### config.mk
export PLATFORM = sky130hd
export DESIGN_NAME = cpu_step_ctrl
export DESIGN_NICKNAME = d
export VERILOG_FILES = /design/src/rtl/cpu_step_ctrl.sv
export SDC_FILE = /design/constraint.sdc
export NUM_CORES = 1
export LEC_CHECK = 0
export CAP_MARGIN = 30
export CORE_MARGIN = 3
export CORE_UTILIZATION = 62
export CTS_BUF_LIST = sky130_fd_sc_hd__clkbuf_4
export CTS_CLUSTER_SIZE = 14
export DETAILED_ROUTE_END_ITERATION = 16
export PLACE_DENSITY = 0.95
export SYNTH_ARGS = -nofsm -noshare
export SYNTH_HDL_FRONTEND = slang
export SYNTH_SLANG_ARGS = --single-unit
### constraint.sdc
create_clock -name clk -period 3.9 [get_ports clk]
set_input_delay 0.78 -clock clk [delete_from_list [all_inputs] [get_ports clk]]
set_output_delay 0.78 -clock clk [all_outputs]
set_load 0.01 [all_outputs]
### src/rtl/cpu_step_ctrl.sv
// Run/step controller: turns divided-clock rising edges into one-cycle cpu_en pulses
// under free-run, debounced single-step or halt control, and counts issued pulses.
module cpu_step_ctrl #(
  parameter int DEBOUNCE_CYCLES = 1_000_000,
  parameter int CNT_W           = 16
) (
  input  logic             clk,
  input  logic             rst,
  input  logic             slow_clk,
  input  logic             btn_step,
  input  logic             sw_run,
  input  logic             halt_in,
  output logic             cpu_en,
  output logic [1:0]       state,
  output logic             halted,
  output logic [CNT_W-1:0] step_count
);

  typedef enum logic [1:0] {
    IDLE = 2'b00,
    RUN  = 2'b01,
    STEP = 2'b10,
    HALT = 2'b11
  } state_t;

  // Counter value on the edge before acceptance, so btn_stable moves DEBOUNCE_CYCLES-1 edges after btn_s.
  localparam logic [19:0] DB_LAST = 20'(DEBOUNCE_CYCLES - 2);

  logic        slow_m, slow_s, slow_prev;
  logic        btn_m, btn_s;
  logic        run_m, sw_run_s;
  logic        btn_stable, btn_stable_prev;
  logic [19:0] db_cnt;
  logic        slow_rise, step_press;
  state_t      cur, nxt;
  logic        en_nxt;

  always_ff @(posedge clk) begin
    if (rst) begin
      slow_m    <= 1'b0;
      slow_s    <= 1'b0;
      slow_prev <= 1'b0;
      btn_m     <= 1'b0;
      btn_s     <= 1'b0;
      run_m     <= 1'b0;
      sw_run_s  <= 1'b0;
    end else begin
      slow_m    <= slow_clk;
      slow_s    <= slow_m;
      slow_prev <= slow_s;
      btn_m     <= btn_step;
      btn_s     <= btn_m;
      run_m     <= sw_run;
      sw_run_s  <= run_m;
    end
  end

  always_ff @(posedge clk) begin
    if (rst) begin
      btn_stable      <= 1'b0;
      btn_stable_prev <= 1'b0;
      db_cnt          <= '0;
    end else begin
      btn_stable_prev <= btn_stable;
      if (btn_s == btn_stable) begin
        db_cnt <= '0;
      end else if (db_cnt == DB_LAST) begin
        btn_stable <= btn_s;
        db_cnt     <= '0;
      end else begin
        db_cnt <= db_cnt + 20'd1;
      end
    end
  end

  assign slow_rise  = slow_s & ~slow_prev;
  assign step_press = btn_stable & ~btn_stable_prev;

  always_comb begin
    nxt    = cur;
    en_nxt = 1'b0;
    case (cur)
      IDLE: begin
        if (halt_in)         nxt = HALT;
        else if (sw_run_s)   nxt = RUN;
        else if (step_press) nxt = STEP;
      end
      RUN: begin
        if (halt_in)        nxt = HALT;
        else if (!sw_run_s) nxt = IDLE;
        else if (slow_rise) en_nxt = 1'b1;
      end
      STEP: begin
        if (halt_in) begin
          nxt = HALT;
        end else if (slow_rise) begin
          en_nxt = 1'b1;
          nxt    = IDLE;
        end
      end
      HALT: nxt = HALT;
      default: nxt = IDLE;
    endcase
  end

  always_ff @(posedge clk) begin
    if (rst) begin
      cur        <= IDLE;
      cpu_en     <= 1'b0;
      step_count <= '0;
    end else begin
      cur    <= nxt;
      cpu_en <= en_nxt;
      if (en_nxt && (step_count != '1))
        step_count <= step_count + CNT_W'(1);
    end
  end

  assign state  = cur;
  assign halted = (cur == HALT);

endmodule
==> summary.md, run 1 <==
| Metric | Value |
|---|---|
| Fin util | ~76% |
| First-pass GRT wire length | approximately 7900 um |
| Worst-Skew Late Latency | ~360 ps |
| Cell area after synthesis | between 2000 and 2500 um2 |
| Crit Path Max Fanout | 20 |
| Final ANT Viol Nets | 0 |
| Biggest register | db_cnt |
| Synth area leader | dfxtp_1 |
| Number of flops mapped to enable cells by yosys | 0 |
| Instance count of the mapped netlist | 260 |
| Critical path endpoint category | flip-flop |
| Worst r2r src | db_cnt[0]$_SDFF_PP0_ |
| Die ar. | 4500 um2 |
| Synth Area in Simple Gates | 30.3% |
| Worst hold path class | reg -> reg |
| GR Util All Layers | 22.9% |
| Final min period | 2450 ps |
| Pin count of the biggest net entering global routing | 32 |
| 1st-pass router iterations | 4 |
| Reg clk slew, reported paths | ~130 ps |
| Req. time, crit path | 4140 ps |
| CTS Buffer Depth | 2 |
| Crit path arrival time | 2680 ps |
| Most frequent cell after synthesis | dfxtp_1 |
| Synth async-reset ratio | 0% |
| Main combinational cell family by area after synthesis | simple AND/OR/NAND/NOR gates |
| Area delta synth->final | 14.2% |
| Yosys warning count | 0 |
| Core ar. | 3470 um2 |
| GP Congestion | 0.835 |
| Antenna cells | 0 |
| Max FFs per register | 20 |
| Post-CTS Resized | 0 |
| Max Slew Vio Count | 0 |
| Post-Synth Adder-Cell Area | 4.33% |
| Max frequency | ~400 MHz |
| Initial antenna violation count | 0 |
| CTS root buffer | clkbuf_4 |
| Synth Area in Compound Gates | between 10% and 20% |
| Number of DRC markers in iteration 0 | around 140 |
| Drt drc | 0 |
| Top-area cell type share of the netlist area | between 40% and 50% |
| Xor-xnor portion of the synthesized cell area | 5.30% |
| Synth Net Count | 274 |
| Max Cap Viol | 0 |
| Vias in the first global route | about 1800 |
| Reg2reg setup slack | 1450 ps |
| Detailed placement HPWL | approximately 3200 um |
| H-tree levels | 2 |
| Top_reg_cell synth | dfxtp_1 |
| Post-Syn Area per Cell | slightly below 9 um2 |
| Vias post-DR | between 2000 and 2500 |
| Drt wl/cell | 13.6 um |
| Period utilisation layout | 62.7% |
| Vias per Instance | ~6 |
| Setup Buffers After CTS | 0 |
| Max IR drop VDD | 0.186 mV |
| Port bufs | 25 |
| Leak | 0.829 nW |
| Synth Register Bits | 48 |
| Pre-CTS WS | 1170 ps |
| Least-Margin Pin Slew | between 800 and 900 ps |
| Final Hold Fails | 0 |
| Synth cell types | a little over 40 |
| CTS tree | built |
| P per Cell Area | approximately 350 nW/um2 |
| Crit path kind | reg -> reg |
| Hold path start | run_m$_SDFF_PP0_ |
| Most instantiated cells after synthesis | dfxtp_1 (48), nor2_1 (24), a21oi_1 (20) |
| Total global routing overflow | 0 |
| Setup-failing EPs final | 0 |
| Setup Skew | 10.8 ps |
| Post-Route WL | 4520 um |
| Chip Height | 67.1 um |
| Critical path startpoint category | flip-flop |
| Hold-fix buffers, CTS | 0 |
| Chip width | around 67 um |
| Outcome | finished clean |
| CP startpoint | db_cnt[0]$_SDFF_PP0_ |
| Multiplexer share of the synthesized area | under 10% |
| Num CTS Buffers | 5 |
| Total Neg Setup Slack | 0 ps |
| Final Instance Area | between 2000 and 3000 um2 |
| Starting Density | 66.7% |
| Synth top area cells | dfxtp_1 (42%), a21oi_1 (4.3%), ha_1 (4.3%) |
| Fin worst setup slack | 1450 ps |
| RSZ-0062 raised after global routing | no |
| Filler Cell Count | 255 |
| # IOs | 26 |
| Cell Rows | 21 |
| Max transition margin | between 40% and 50% |
| Share of cells above drive strength 1 | 6.97% |
| Sequential cell area fraction in the yosys report | 41.5% |
| Clk sinks | 48 |
| Net count, final | 300 |
| Placed Area | 2590 um2 |
==> critical path, stage by stage, from the launching register on <==
cell and delay, ps:
dfxtp_1 380, inv_1 70, ha_1 120, or4bb_1 430, or4_4 560, o21ai_2 650
nor2_1 110
==> cell families (layout without fill, tap and decap cells) <==
kind of cell / after synthesis / after routing
adder cells (fa/ha/maj): 8 / 8
buffers and inverters: 20 / 47
XOR/XNOR: 14 / 14
AND/OR/NAND/NOR: 119 / 119
AO/OA/AOI/OAI: 48 / 48
flip-flops: 48 / 48
multiplexers: 3 / 3
==> layout make-up <==
cell class / instances / area (um2) / area share, %
tap: 46 / 57.6 / 2.18
timing repair buffer: 27 / 265 / 10.0
clock inverter: 3 / 13.8 / 0.521
inverter: 12 / 45.0 / 1.71
sequential: 48 / 961 / 36.4
clock buffer: 5 / 37.5 / 1.42
multi-input combinational: 192 / 1260 / 47.7
==> through the flow <==
stage / hold slack (ps) / std cells / total power [mW]
2_1_floorplan: 414 / 260 / 0.648
3_3_place_gp: 418 / 324 / 0.694
3_5_place_dp: 438 / 325 / 0.707
4_1_cts: 463 / 333 / 0.923
5_1_grt: 468 / 333 / 0.969
6_report: 458 / 333 / 0.916
==> path summary, 6_finish.rpt <==
| kind | cells past startpoint | to |
|---|---|---|
| setup / recovery | 6 | db_cnt[3]$_SDFF_PP0_ |
| setup reg to reg | 6 | db_cnt[3]$_SDFF_PP0_ |
| hold reg to reg | 1 | sw_run_s$_SDFF_PP0_ |
| hold / removal | 1 | sw_run_s$_SDFF_PP0_ |
==> per-layer routing <==
metal	share of wire, %	vias up	GRT usage [%]	wire, um
li1	-	1007	-	-
met1	47	931	30.1	2110
met2	46	62	36.0	2080
met3	6.0	6	6.07	273
met4	1.3	0	8.35	60
met5	0	-	0	0
==> placed cells by master (no fill, tap or decap), types with 10 or more instances in the layout <==
cell type and instances:
clkdlybuf4s50_1 25, xnor2_1 10, inv_1 12, dfxtp_1 48
a21oi_1 20, or4_1 10, nor2b_1 13, nand3_1 14
nor2_1 24, o31ai_1 12, nand2_1 13
==> power breakdown <==
| part | internal (mW) | switching, mW |
|---|---|---|
| sequential | 0.504 | 0.0155 |
| clock | 0.0664 | 0.154 |
| combinational | 0.0870 | 0.0891 |
No activity file was read; power rests on OpenSTA's default activity.
==> inputs of run 2 (changes only) <==
- CORE_UTILIZATION: 62 -> 58
- PLACE_DENSITY: 0.95 -> 0.92
- clock period: 3.9 -> 2.5 ns (I/O delays scaled with it)
==> summary.md, run 2 (synthesis gave the netlist of run 1 again) <==
| Metric | Value |
|---|---|
| Outcome | finished clean |
| Delay-heaviest family, CP | simple AND/OR/NAND/NOR gates |
| NetSw | 0.433 mW (+67%) |
| Period utilisation layout | 89.9% (+27 points) |
| H-tree levels | 2 (unchanged) |
| Commonest non-fill, non-tap cell in the layout | dfxtp_1 |
| GP Congestion | 0.836 (+0.11%) |
| Leak | 0.852 nW (+2.7%) |
| Vias post-DR | 1999 (-0.35%) |
| Reg2Reg Depth | 6 (unchanged) |
| Hold-fix buffers, CTS | 0 (unchanged) |
| CTS tree | built |
| Final min period | 2250 ps (-199 ps) |
| Pin count of the biggest net entering global routing | 21 (-34%) |
| Number of DRC markers in iteration 0 | 79 (-45%) |
| Final Instance Area | 2700 um2 (+2.2%) |
| Area delta synth->final | 16.7% |
| Most frequent cells in the layout | dfxtp_1 (48), clkdlybuf4s50_1 (25), nor2_1 (24), a21oi_1 (20), nand3_1 (14) |
| CP max-delay cell | dfxtp_1 |
| Drt drc | 0 (unchanged) |
| CTS root buffer | clkbuf_4 |
| Total Neg Setup Slack | 0 ps (unchanged) |
| Chip width | 69.2 um (+3.1%) |
| Share of cells above drive strength 1 | 8.28% (+1.3 points) |
| Max Cap Viol | 0 (unchanged) |
| Cell Rows | 22 (+4.8%) |
| Switching share of power | 27.6% (-0.66 points) |
| Setup Buffers After CTS | 0 (unchanged) |
| RSZ-0062 raised after global routing | no |
| Cells along the critical path | inv_1, ha_1, and4bb_2, nand2_1, nor4_1, mux2_2 |
| Core ar. | 3740 um2 (+7.9%) |
| Post-Route WL | 4660 um (+3.1%) |
| Comb pwr share | 18.0% (-1.2 points) |
| 1st-pass router iterations | 4 (unchanged) |
| Vias in the first global route | 1835 (+2.9%) |
| Pint | 1.14 mW (+73%) |
| Max IR drop VDD | 0.378 mV (+100%) |
| Clk sinks | 48 (unchanged) |
| Starting Density | 61.8% (-4.9 points) |
| Critical path endpoint category | flip-flop |
| Critical path startpoint category | flip-flop |
| Max frequency | 445 MHz (+8.9%) |
| Worst-Skew Late Latency | 370 ps (about the same) |
| Least-Margin Pin Slew | 496 ps (-313 ps) |
| GR Util All Layers | 20.0% (-2.9 points) |
| CP Depth | 6 (unchanged) |
| Hold Slack | 451 ps (-6.55 ps) |
| Setup Skew | 9.52 ps (-1.27 ps) |
| P per Cell Area | 582 nW/um2 (+68%) |
| Vias per Instance | 5.91 (-1.8%) |
| Crit path arrival time | 2520 ps (-160 ps) |
| Crit path kind | reg -> reg |
| Placed Area | 2620 um2 (+0.97%) |
| Port bufs | 25 (unchanged) |
| Chip Height | 69.2 um (+3.1%) |
| Max Slew Vio Count | 0 (unchanged) |
| Biggest register | db_cnt |
| Cell count after placement | 330 (+1.5%) |
| Crit Path Max Fanout | 13 (-35%) |
| Initial antenna violation count | 0 (unchanged) |
| First-pass GRT wire length | 8070 um (+2.3%) |
| Reg clk slew, reported paths | 150 ps (+20 ps) |
| Max incr delay on CP | 430 ps (-220 ps) |
| Antenna cells | 0 (unchanged) |
| CTS Buffer Depth | 2 (unchanged) |
| Layout Cells excl Fill | 338 (+1.5%) |
| Final ANT Viol Nets | 0 (unchanged) |
| Num CTS Buffers | 5 (unchanged) |
| Req. time, crit path | 2770 ps (-1370 ps) |
| Clock share of power | 30.4% (+6.3 points) |
| Setup-failing EPs final | 0 (unchanged) |
| Max FFs per register | 20 (unchanged) |
| Final Hold Fails | 0 (unchanged) |
| Drt wl/cell | 13.8 um (+1.6%) |
| Max transition margin | 66.7% (+21 points) |
| Total global routing overflow | 0 (unchanged) |
| Detailed placement HPWL | 3340 um (+3.2%) |
| Die ar. | 4780 um2 (+6.3%) |
| Flop pwr share | 51.6% (-5.1 points) |
| Net count, final | 303 (+1.0%) |
| Pwr Total | 1.57 mW (+71%) |
| Worst path bufs/invs | 1 (unchanged) |
| Worst hold path class | reg -> reg |
| Post-CTS Resized | 0 (unchanged) |
| # IOs | 26 (unchanged) |
| Hold Path Stages | 1 (unchanged) |
-- run 2: changes by cell type in the layout (fill, tap and decap cells not counted), sizes merged --
cell / delta
buf: +3
bufinv: +1
clkinv: -3
clkinvlp: +1
inv: +1
-- run 2: cell type report --
| class | instances | area, um2 |
|---|---|---|
| Timing Repair Buffer | 30 | 288 |
| Sequential cell | 48 | 961 |
| Inverter | 12 | 45.0 |
| Clock buffer | 5 | 37.5 |
| Clock inverter | 3 | 46.3 |
| Tap cell | 48 | 60.1 |
| Multi-Input combinational cell | 192 | 1260 |
| Fill cell | 287 | 1040 |
-- run 2: path summary, 6_finish.rpt --
kind	end	slack, ps	startpoint
min reg2reg	btn_s$_SDFF_PP0_	450	btn_m$_SDFF_PP0_
max	step_count[14]$_SDFFE_PP0P_	250	state[0]$_SDFFE_PP0P_
min	btn_s$_SDFF_PP0_	450	btn_m$_SDFF_PP0_
max reg2reg	step_count[14]$_SDFFE_PP0P_	250	state[0]$_SDFFE_PP0P_
-- run 2: metrics by stage --
step                      util, %  setup WS [ps]
after global placement       69.9            113
after CTS                    72.1            263
after floorplan                 -            545
after detailed placement     69.9           45.2
final                        72.1            253
after global routing         72.1            103
-- run 2: per-layer routing --
metal | up-vias | track usage, % | wire, um
li1 | 1013 | - | -
met1 | 923 | 25.4 | 2140
met2 | 51 | 32.7 | 2220
met3 | 12 | 3.79 | 195
met4 | 0 | 9.11 | 104
met5 | - | 0 | 0
-- run 2: power groups by stage --
| stage | logic [mW] | registers, mW | clock network [mW] |
|---|---|---|---|
| 2_1_floorplan | 0.180 | 0.830 | 0 |
| 3_3_place_gp | 0.264 | 0.826 | 0 |
| 3_5_place_dp | 0.277 | 0.827 | 0 |
| 4_1_cts | 0.281 | 0.810 | 0.486 |
| 5_1_grt | 0.310 | 0.815 | 0.508 |
| 6_report | 0.282 | 0.811 | 0.478 |
